`src/rtl/exponent_bit_streamer.sv`:
```
`default_nettype none
// ==== exponent_bit_streamer : loads exponent blocks (LSB block first), emits bits MSB-first per consume ====
// ==== Optional EXP_DOUBLE_BUFFER_EN adds a second bank filled while the first streams.  Rev 1.0 ==========
module exponent_bit_streamer #(
  parameter int REGISTER_SIZE = 32,
  parameter int BITS_IN_N     = 2048
) (
  input  logic                         clk_in,
  input  logic                         rst_in,
  input  logic                         valid_in,
  input  logic [REGISTER_SIZE-1:0]     data_in,
  output logic                         ready_out,
  input  logic                         consumed_n_in,
  output logic                         n_bit_out,
  output logic                         n_valid_out,
  output logic                         done_out,
  output logic [$clog2(BITS_IN_N):0]   bits_remaining_out
);
  localparam int NUM_BLOCKS = BITS_IN_N / REGISTER_SIZE;
  localparam int IDX_W      = $clog2(BITS_IN_N);
  localparam int LOAD_W     = (NUM_BLOCKS > 1) ? $clog2(NUM_BLOCKS) : 1;
  localparam logic [IDX_W-1:0]  MSB_IDX    = IDX_W'(BITS_IN_N - 1);
  localparam logic [IDX_W:0]    FULL_COUNT = (IDX_W + 1)'(BITS_IN_N);
  localparam logic [LOAD_W-1:0] LAST_BLOCK = LOAD_W'(NUM_BLOCKS - 1);

  typedef enum logic [0:0] {LOADING = 1'b0, STREAMING = 1'b1} state_t;
  state_t state, state_next;

  logic [LOAD_W-1:0]    load_idx;
  logic [IDX_W-1:0]     bit_idx;
  logic [IDX_W-1:0]     wr_base;
  logic [BITS_IN_N-1:0] bank0;
  logic [BITS_IN_N-1:0] active_bits;
  logic accept, accept_last, consume, final_consume, swap, new_msb;

  assign accept        = valid_in && ready_out;
  assign accept_last   = accept && (load_idx == LAST_BLOCK);
  assign consume       = consumed_n_in && (state == STREAMING);
  assign final_consume = consume && (bit_idx == '0);
  assign wr_base       = IDX_W'(load_idx * REGISTER_SIZE);

`ifdef EXP_DOUBLE_BUFFER_EN
  logic [BITS_IN_N-1:0] bank1;
  logic [BITS_IN_N-1:0] spare_bits;
  logic active_sel, spare_full;

  assign active_bits = active_sel ? bank1 : bank0;
  assign spare_bits  = active_sel ? bank0 : bank1;
  assign ready_out   = !spare_full;
  // A swap happens whenever a full spare bank meets an idle or just-finished active bank.
  assign swap    = (spare_full || accept_last) && ((state == LOADING) || final_consume);
  assign new_msb = spare_full ? spare_bits[BITS_IN_N-1] : data_in[REGISTER_SIZE-1];

  always_ff @(posedge clk_in) begin
    if (accept) begin
      if (active_sel) bank0[wr_base +: REGISTER_SIZE] <= data_in;
      else            bank1[wr_base +: REGISTER_SIZE] <= data_in;
    end
  end

  always_ff @(posedge clk_in) begin
    if (rst_in) begin
      active_sel <= 1'b0;
      spare_full <= 1'b0;
    end else if (swap) begin
      active_sel <= ~active_sel;
      spare_full <= 1'b0;
    end else if (accept_last) begin
      spare_full <= 1'b1;
    end
  end
`else
  assign active_bits = bank0;
  assign ready_out   = (state == LOADING);
  assign swap        = accept_last;
  // The MSB lives in the last block, which is being written on this very edge.
  assign new_msb     = data_in[REGISTER_SIZE-1];

  always_ff @(posedge clk_in) begin
    if (accept) bank0[wr_base +: REGISTER_SIZE] <= data_in;
  end
`endif

  always_ff @(posedge clk_in) begin
    if (rst_in) state <= LOADING;
    else        state <= state_next;
  end

  always_comb begin
    state_next = state;
    if (swap)               state_next = STREAMING;
    else if (final_consume) state_next = LOADING;
  end

  always_ff @(posedge clk_in) begin
    if (rst_in) begin
      load_idx           <= '0;
      bit_idx            <= MSB_IDX;
      n_bit_out          <= 1'b0;
      n_valid_out        <= 1'b0;
      done_out           <= 1'b0;
      bits_remaining_out <= '0;
    end else begin
      done_out <= 1'b0;
      if (accept) load_idx <= accept_last ? '0 : load_idx + 1'b1;
      if (swap) begin
        bit_idx            <= MSB_IDX;
        bits_remaining_out <= FULL_COUNT;
        n_bit_out          <= new_msb;
        n_valid_out        <= 1'b1;
        done_out           <= final_consume;
      end else if (final_consume) begin
        bit_idx            <= MSB_IDX;
        bits_remaining_out <= '0;
        n_bit_out          <= 1'b0;
        n_valid_out        <= 1'b0;
        done_out           <= 1'b1;
      end else if (consume) begin
        bit_idx            <= bit_idx - 1'b1;
        bits_remaining_out <= bits_remaining_out - 1'b1;
        n_bit_out          <= active_bits[bit_idx - 1'b1];
      end
    end
  end
endmodule
`default_nettype wire

```
`config.mk`:
```
export PLATFORM = sky130hd
export DESIGN_NAME = exponent_bit_streamer
export DESIGN_NICKNAME = d
export VERILOG_FILES = /design/src/rtl/exponent_bit_streamer.sv
export SDC_FILE = /design/constraint.sdc
export NUM_CORES = 2
export LEC_CHECK = 0
export ABC_AREA = 1
export CAP_MARGIN = 20
export CORE_MARGIN = 2
export CORE_UTILIZATION = 50
export CTS_BUF_LIST = sky130_fd_sc_hd__clkbuf_2 sky130_fd_sc_hd__clkbuf_4 sky130_fd_sc_hd__clkbuf_8
export DETAILED_ROUTE_END_ITERATION = 12
export PLACE_DENSITY = 0.63
export SLEW_MARGIN = 20
export SYNTH_ARGS = -nofsm -noshare
export SYNTH_HDL_FRONTEND = slang
export SYNTH_SLANG_ARGS = --single-unit
```
`constraint.sdc`:
```
create_clock -name clk_in -period 4.95 [get_ports clk_in]
set_input_delay 1.2375 -clock clk_in [delete_from_list [all_inputs] [get_ports clk_in]]
set_output_delay 1.2375 -clock clk_in [all_outputs]
set_load 0.05 [all_outputs]
```
# After elaboration in Yosys (flattened, before gate mapping)
# Index checks and enable logic that the tools add are counted.
dict set report totals {
  input_bits 36
  out_inout_bits 16
  reg_bits 2080
  elab_cells 39
}
dict set report classes {
  muxes 14
  bitwise_logic 1
  reduce_logical 8
  shift 2
  n_eq_ne 1
  n_addsub 4
  n_lt_le_gt_ge 1
}
# operator n
set ops {}
lappend ops {{$bwmux 2048} 1}
lappend ops {{$shift 32x13->2048 const A} 1}
lappend ops {{$shiftx 32x13->2048} 1}
lappend ops {{$mux 12} 3}
lappend ops {{$neg 11->13} 1}
lappend ops {{$lt 11x12->1 const B} 1}
lappend ops {{$sub 12x1->12 const B} 1}
lappend ops {{$bmux 1 s11} 1}
lappend ops {{$logic_not 11->1} 1}
lappend ops {{$sub 11x1->11 const B} 1}
lappend ops {{$mux 1} 8}
lappend ops {{$add 6x1->6 const B} 1}
lappend ops {{$eq 6x6->1 const B} 1}
lappend ops {{$mux 6} 1}
lappend ops {{$logic_and 1x1->1} 4}
lappend ops {{$reduce_bool 3->1} 1}
lappend ops {{$reduce_or 3->1} 1}
lappend ops {{$reduce_bool 2->1} 1}
lappend ops {{$not 1->1} 1}

# Logic depth before layout (Yosys ltp)
dict set report depth {
  depth_word 6
  mapped_depth 24
  mapped_depth_nobuf 18
}

# Worst setup path before layout
# OpenSTA, ideal clock, no wires.
dict set report synth_timing {
  path_type {register to register}
  from {register, netlist name load_idx[0]}
  to {register bank0[1216] (netlist: active_bits[1216]) (enable)}
  n_path_buf 2
  synth_period_minus_slack_ps 4190
  t_arrival_ps 3769
  path_slack_ps 760
  path_stages_with_launch 13
  t_required_ps 4529
  setup_ps 421
  cell_sequence {dfxtp_1 -> clkbuf_1 -> inv_1 -> ha_1 -> clkinv_1 -> nor2_2 -> nand2_1 -> nor2_2 -> inv_2 -> nor2_1 -> buf_2 -> inv_2 -> nor2_1}
}
# element line_no
set synth_rtl {}
lappend synth_rtl {{to (signal, indexed assignment)} 80} ;# if (accept) bank0[wr_base +: REGISTER_SIZE] <= data_in;
lappend synth_rtl {{to (decl)} 32} ;# logic [BITS_IN_N-1:0] bank0;

# Worst setup path after layout
dict set report layout_timing {
  from {register bit_idx[0]}
  to {register n_bit_out}
}
dict set report layout_via {
  elab_chain_len 6
  word_cells_on_any_way 9
  cone_classes {add/sub: 1; mux: 5; reduce/logical: 3}
}
# element line_no
set layout_rtl {}
lappend layout_rtl {{from (decl)} 30} ;# logic [IDX_W-1:0] bit_idx;
lappend layout_rtl {{from (signal assigned)} 119} ;# bit_idx <= bit_idx - 1'b1;
lappend layout_rtl {{$sub 11x1->11} 121} ;# n_bit_out <= active_bits[bit_idx - 1'b1];
lappend layout_rtl {{$bmux 1 s11} 121}
lappend layout_rtl {{$mux 1 (implied by the code)} 121}
lappend layout_rtl {{$mux 1} 118} ;# end else if (consume) begin
lappend layout_rtl {{$mux 1} 112} ;# end else if (final_consume) begin
lappend layout_rtl {{$mux 1} 106} ;# if (swap) begin
lappend layout_rtl {{to (signal assigned)} 109} ;# n_bit_out <= new_msb;
lappend layout_rtl {{to (signal assigned)} 121}
lappend layout_rtl {{to (decl)} 14} ;# output logic n_bit_out,
# Parallel ways exist; a longest one is shown, timed or not. The select of a mux whose other input is x is not followed.
# A chain may end at the register's enable or synchronous reset.

==> results.txt <==
- The first global-routing pass estimated 493000 um of wire.
- Once the clock tree was built, the resizer swapped 0 gates to a different size.
- Number of H-tree levels: 5
- RePlAce Congestion: 0.932
- On the critical path, the stage with the largest delay is an instance of buf_12.
- The number of antenna violations at the first check in global routing was 8.
- Most common cell in the synthesized netlist: nand2_1
* Dominant combinational cell family by area after synthesis: simple AND/OR/NAND/NOR gates
- Summing internal, switching and leakage power gives 36800 uW.
- Peak Freq: 0.234 GHz
- The most used flip-flop cell after synthesis is edfxtp_1.
- Pin placement for this block handled 52 I/O pins.
- Vertical extent of the die: 448 um
* Share of synthesized registers carrying an async set or reset: 0
- Clock tree from TritonCTS: yes
- Total routing resource utilization after global routing: 0.333
* Area of the placeable core: 195000 um^2
- Measured against the total synthesized area, the mux share comes to 0.
- Biggest cell delay along the critical path: roughly 0.46 ns
* Total of max-cap violations: 0
* Clock insertion delay at the later pin of the skew report: between 1 and 1.5 ns
- Area enclosed by the die boundary: approximately 200000 um^2
* Worst slack at placement: 0.530 ns
- Excluding fillers, the count of instances in the completed layout stands at 13400.
- Measured on the finished design, the core utilization comes to 0.554.
- Number of buffers inserted for hold repair after clock tree synthesis: 0
- Fin crit period: 4.28 ns
* Post-Syn Area: 98600 um^2
* Clk sinks: about 2100
- In this run the power density over the cells is between 300 and 400 nW/um^2.
* Number of iterations in the first detailed-routing pass: 9
- The die is 448 um wide.
- Initial detailed-routing violation count: 10900
- Min setup slack post-route: 0.673 ns
* Share of layout cells above drive strength 1: 0.0944
- For the pin with the worst max-slew slack, the measured transition is 1.32 ns.
- Dividing the final minimum period by the clock period gives 0.864.
* Classification of the worst-slack hold path: reg2reg
- Synth Area in Adders: 0.000889
- Worst path buffer plus inverter count: 3
- Setup violations remaining at the end of the flow were counted as 0.
- Number of buffers inserted during clock tree synthesis: 365
- Grouping stages by cell kind, the critical path spends the most delay in simple AND/OR/NAND/NOR gates.
* Endpoint kind of the worst setup timing path: flop
- Largest area contributor in the synthesized netlist: edfxtp_1
- The run finished with clean final reports.
- Required time at the endpoint of the critical path: between 5 and 6 ns
* Per-instance average area after synthesis: 9.28 um^2
- Row Count: 162
* Nets in the synthesized netlist: 10700
* Worst setup skew after layout: 0.101 ns
- Via count of the first global-routing pass: 75400
- Clock transition at the registers of the reported paths: 0.06 ns
- Total Routed Length: 337000 um
- In this run the worst path has a maximum fanout of 93.
- Most used cell along the critical path: nand3_1
- For this run, the register share of the synthesized area comes to 0.631.
* Final Hold Violating Endpoints: 0
* Area share of the leading cell type in the synthesized netlist: 0.624
* Post-synth EDFFs: approximately 2000
- No sink is reached through more buffers than the 4 on the longest clock path.
- Kind of critical path: reg2reg
* Layout-stage area growth over the synthesis result: 9.90%
- Arrival time of data at the critical path endpoint: 5.20 ns
- Total leakage power: 0.0377 uW
- Vias: ~80000
- Count of unresolved DRC violations after routing: 0
- During synthesis, Yosys emitted a total of 0 warnings.
- Share of synthesized cell area in and, or, nand and nor gates: 0.316
* Top cells by count, synth: 2875 x nand2_1, 2183 x nand3_1, 2101 x nor2_1, 2048 x edfxtp_1, 437 x buf_2
* Total Nets Final: 10500
* Largest cells by area after synthesis: edfxtp_1 62%, nand3_1 11%, nand2_1 11%
* VDD IR-drop max: a little under 0.0002 V
- Unique masters post-synth: 40
- Share of the synthesized area in compound gates (AO/OA/AOI/OAI): 0.00193
* Post-CTS setup buffers: 0
- Entering global routing, the biggest net connects around 200 pins.
* Synthesis-stage register bit count: 2080
- Walking the worst path, the cells encountered are inv_16, ha_1, nand2_1, nand2_8, clkinv_8, buf_12, nand3_1, nand3_1, nand3_1, nand3_1, nand3_1, nand3_1, nand2_1, nand2_1, nand3_1, nand3_1, nand3_1, a21oi_1.
- Summed over all layers, the global routing overflow is 0.
- Setup repair after global routing left no endpoint under its margin.
* Starting Density: 0.504
* Worst rel slew slack: 0.121
- Number of input and output port buffers inserted: 51
- Adding up every negative setup slack in the final design gives 0 ns.
- Number of routed nets with antenna violations: 0
- Dpl cells: 12700
* Average via count per standard cell: 5.96
* HPWL reported at the end of detailed placement: 191000 um
- Average wire length per cell after detail routing: about 25 um
- Of the total synthesized cell area, the portion taken by XOR and XNOR cells is 0.00156.
- The total count of max-transition violations in the final report came to 0.
- Clock root cell: clkbuf_8
- The worst setup path is launched from a flop.
- Fillers: 17400
* Post-Syn Instances: 10600
stage by stage:
step	instance area (um^2)	hold slack, ns
2_1_floorplan	98600	0.461
3_3_place_gp	102000	0.495
3_5_place_dp	102000	0.496
4_1_cts	108000	0.510
5_1_grt	108000	0.541
6_report	108000	0.519
final timing paths:
path	from	end	slack [ns]	depth (start not counted)
max	bit_idx[0]	n_bit_out	0.67	18
min	bit_idx[8]	bit_idx[8]	0.52	2
max reg2reg	bit_idx[0]	n_bit_out	0.67	18
min reg2reg	bit_idx[8]	bit_idx[8]	0.52	2
state kept, by name (all words and copies together), names as in the netlist:
signal              flops
active_bits          2048
bits_remaining_out     12
bit_idx                11
load_idx                6
done_out                1
n_bit_out               1
n_valid_out             1
final cells by class:
class / instances / area, um^2 / share of cell area
inverter: 212 / 875 / 0.00807
clock inverter: 138 / 701 / 0.00647
sequential: 2080 / 62100 / 0.574
timing repair buffer: 344 / 3230 / 0.0298
multi-input combinational: 7474 / 32100 / 0.296
antenna: 10 / 25.0 / 0.000231
tap: 2624 / 3280 / 0.0303
clock buffer: 491 / 5990 / 0.0553
power by group:
group,internal [uW],total [uW],switching (uW)
Sequential,19200,19200,15.4
Clock,8010,15200,7160
Combinational,320,2490,2170
Total,27500,36800,9350
worst reg2reg max path, cell delays in order (launching register included):
cell      delay, ns
dfxtp_4        0.40
inv_16         0.26
ha_1           0.30
nand2_1        0.16
nand2_8        0.31
clkinv_8       0.47
buf_12         0.70
nand3_1        0.11
nand3_1        0.08
nand3_1        0.18
nand3_1        0.34
nand3_1        0.29
nand3_1        0.09
nand2_1        0.08
nand2_1        0.05
nand3_1        0.09
nand3_1        0.08
nand3_1        0.09
a21oi_1        0.07
logic make-up after synthesis:
| logic type | after synthesis |
|---|---|
| XOR/XNOR | 15 |
| adder cells (fa/ha/maj) | 7 |
| buffers and inverters | 1063 |
| flip-flops | 2080 |
| AO/OA/AOI/OAI | 33 |
| AND/OR/NAND/NOR | 7419 |
routing by layer:
| layer | global-route usage | vias up | part of all wire | wire, um |
|---|---|---|---|---|
| met5 | 0.000962 | - | 0.00020 | 69 |
| met4 | 0.187 | 10 | 0.061 | 20500 |
| met3 | 0.0773 | 958 | 0.12 | 40400 |
| met2 | 0.509 | 4799 | 0.45 | 151000 |
| met1 | 0.438 | 38400 | 0.37 | 125000 |
| li1 | - | 35500 | - | - |
placed cells by master (no fill, tap or decap), types with 24 or more instances in the layout:
master,n
buf_12,45
nand2_1,2868
nor2_4,40
nor2_2,49
clkdlybuf4s50_1,42
buf_4,248
inv_1,169
clkbuf_8,369
nor3_1,189
inv_2,24
nor3_2,29
nand3_1,2183
nor2_1,2033
clkbuf_4,122
clkinv_2,33
clkinv_1,103
edfxtp_1,2048
dfxtp_1,30
Power figures use the tool's default switching activity.
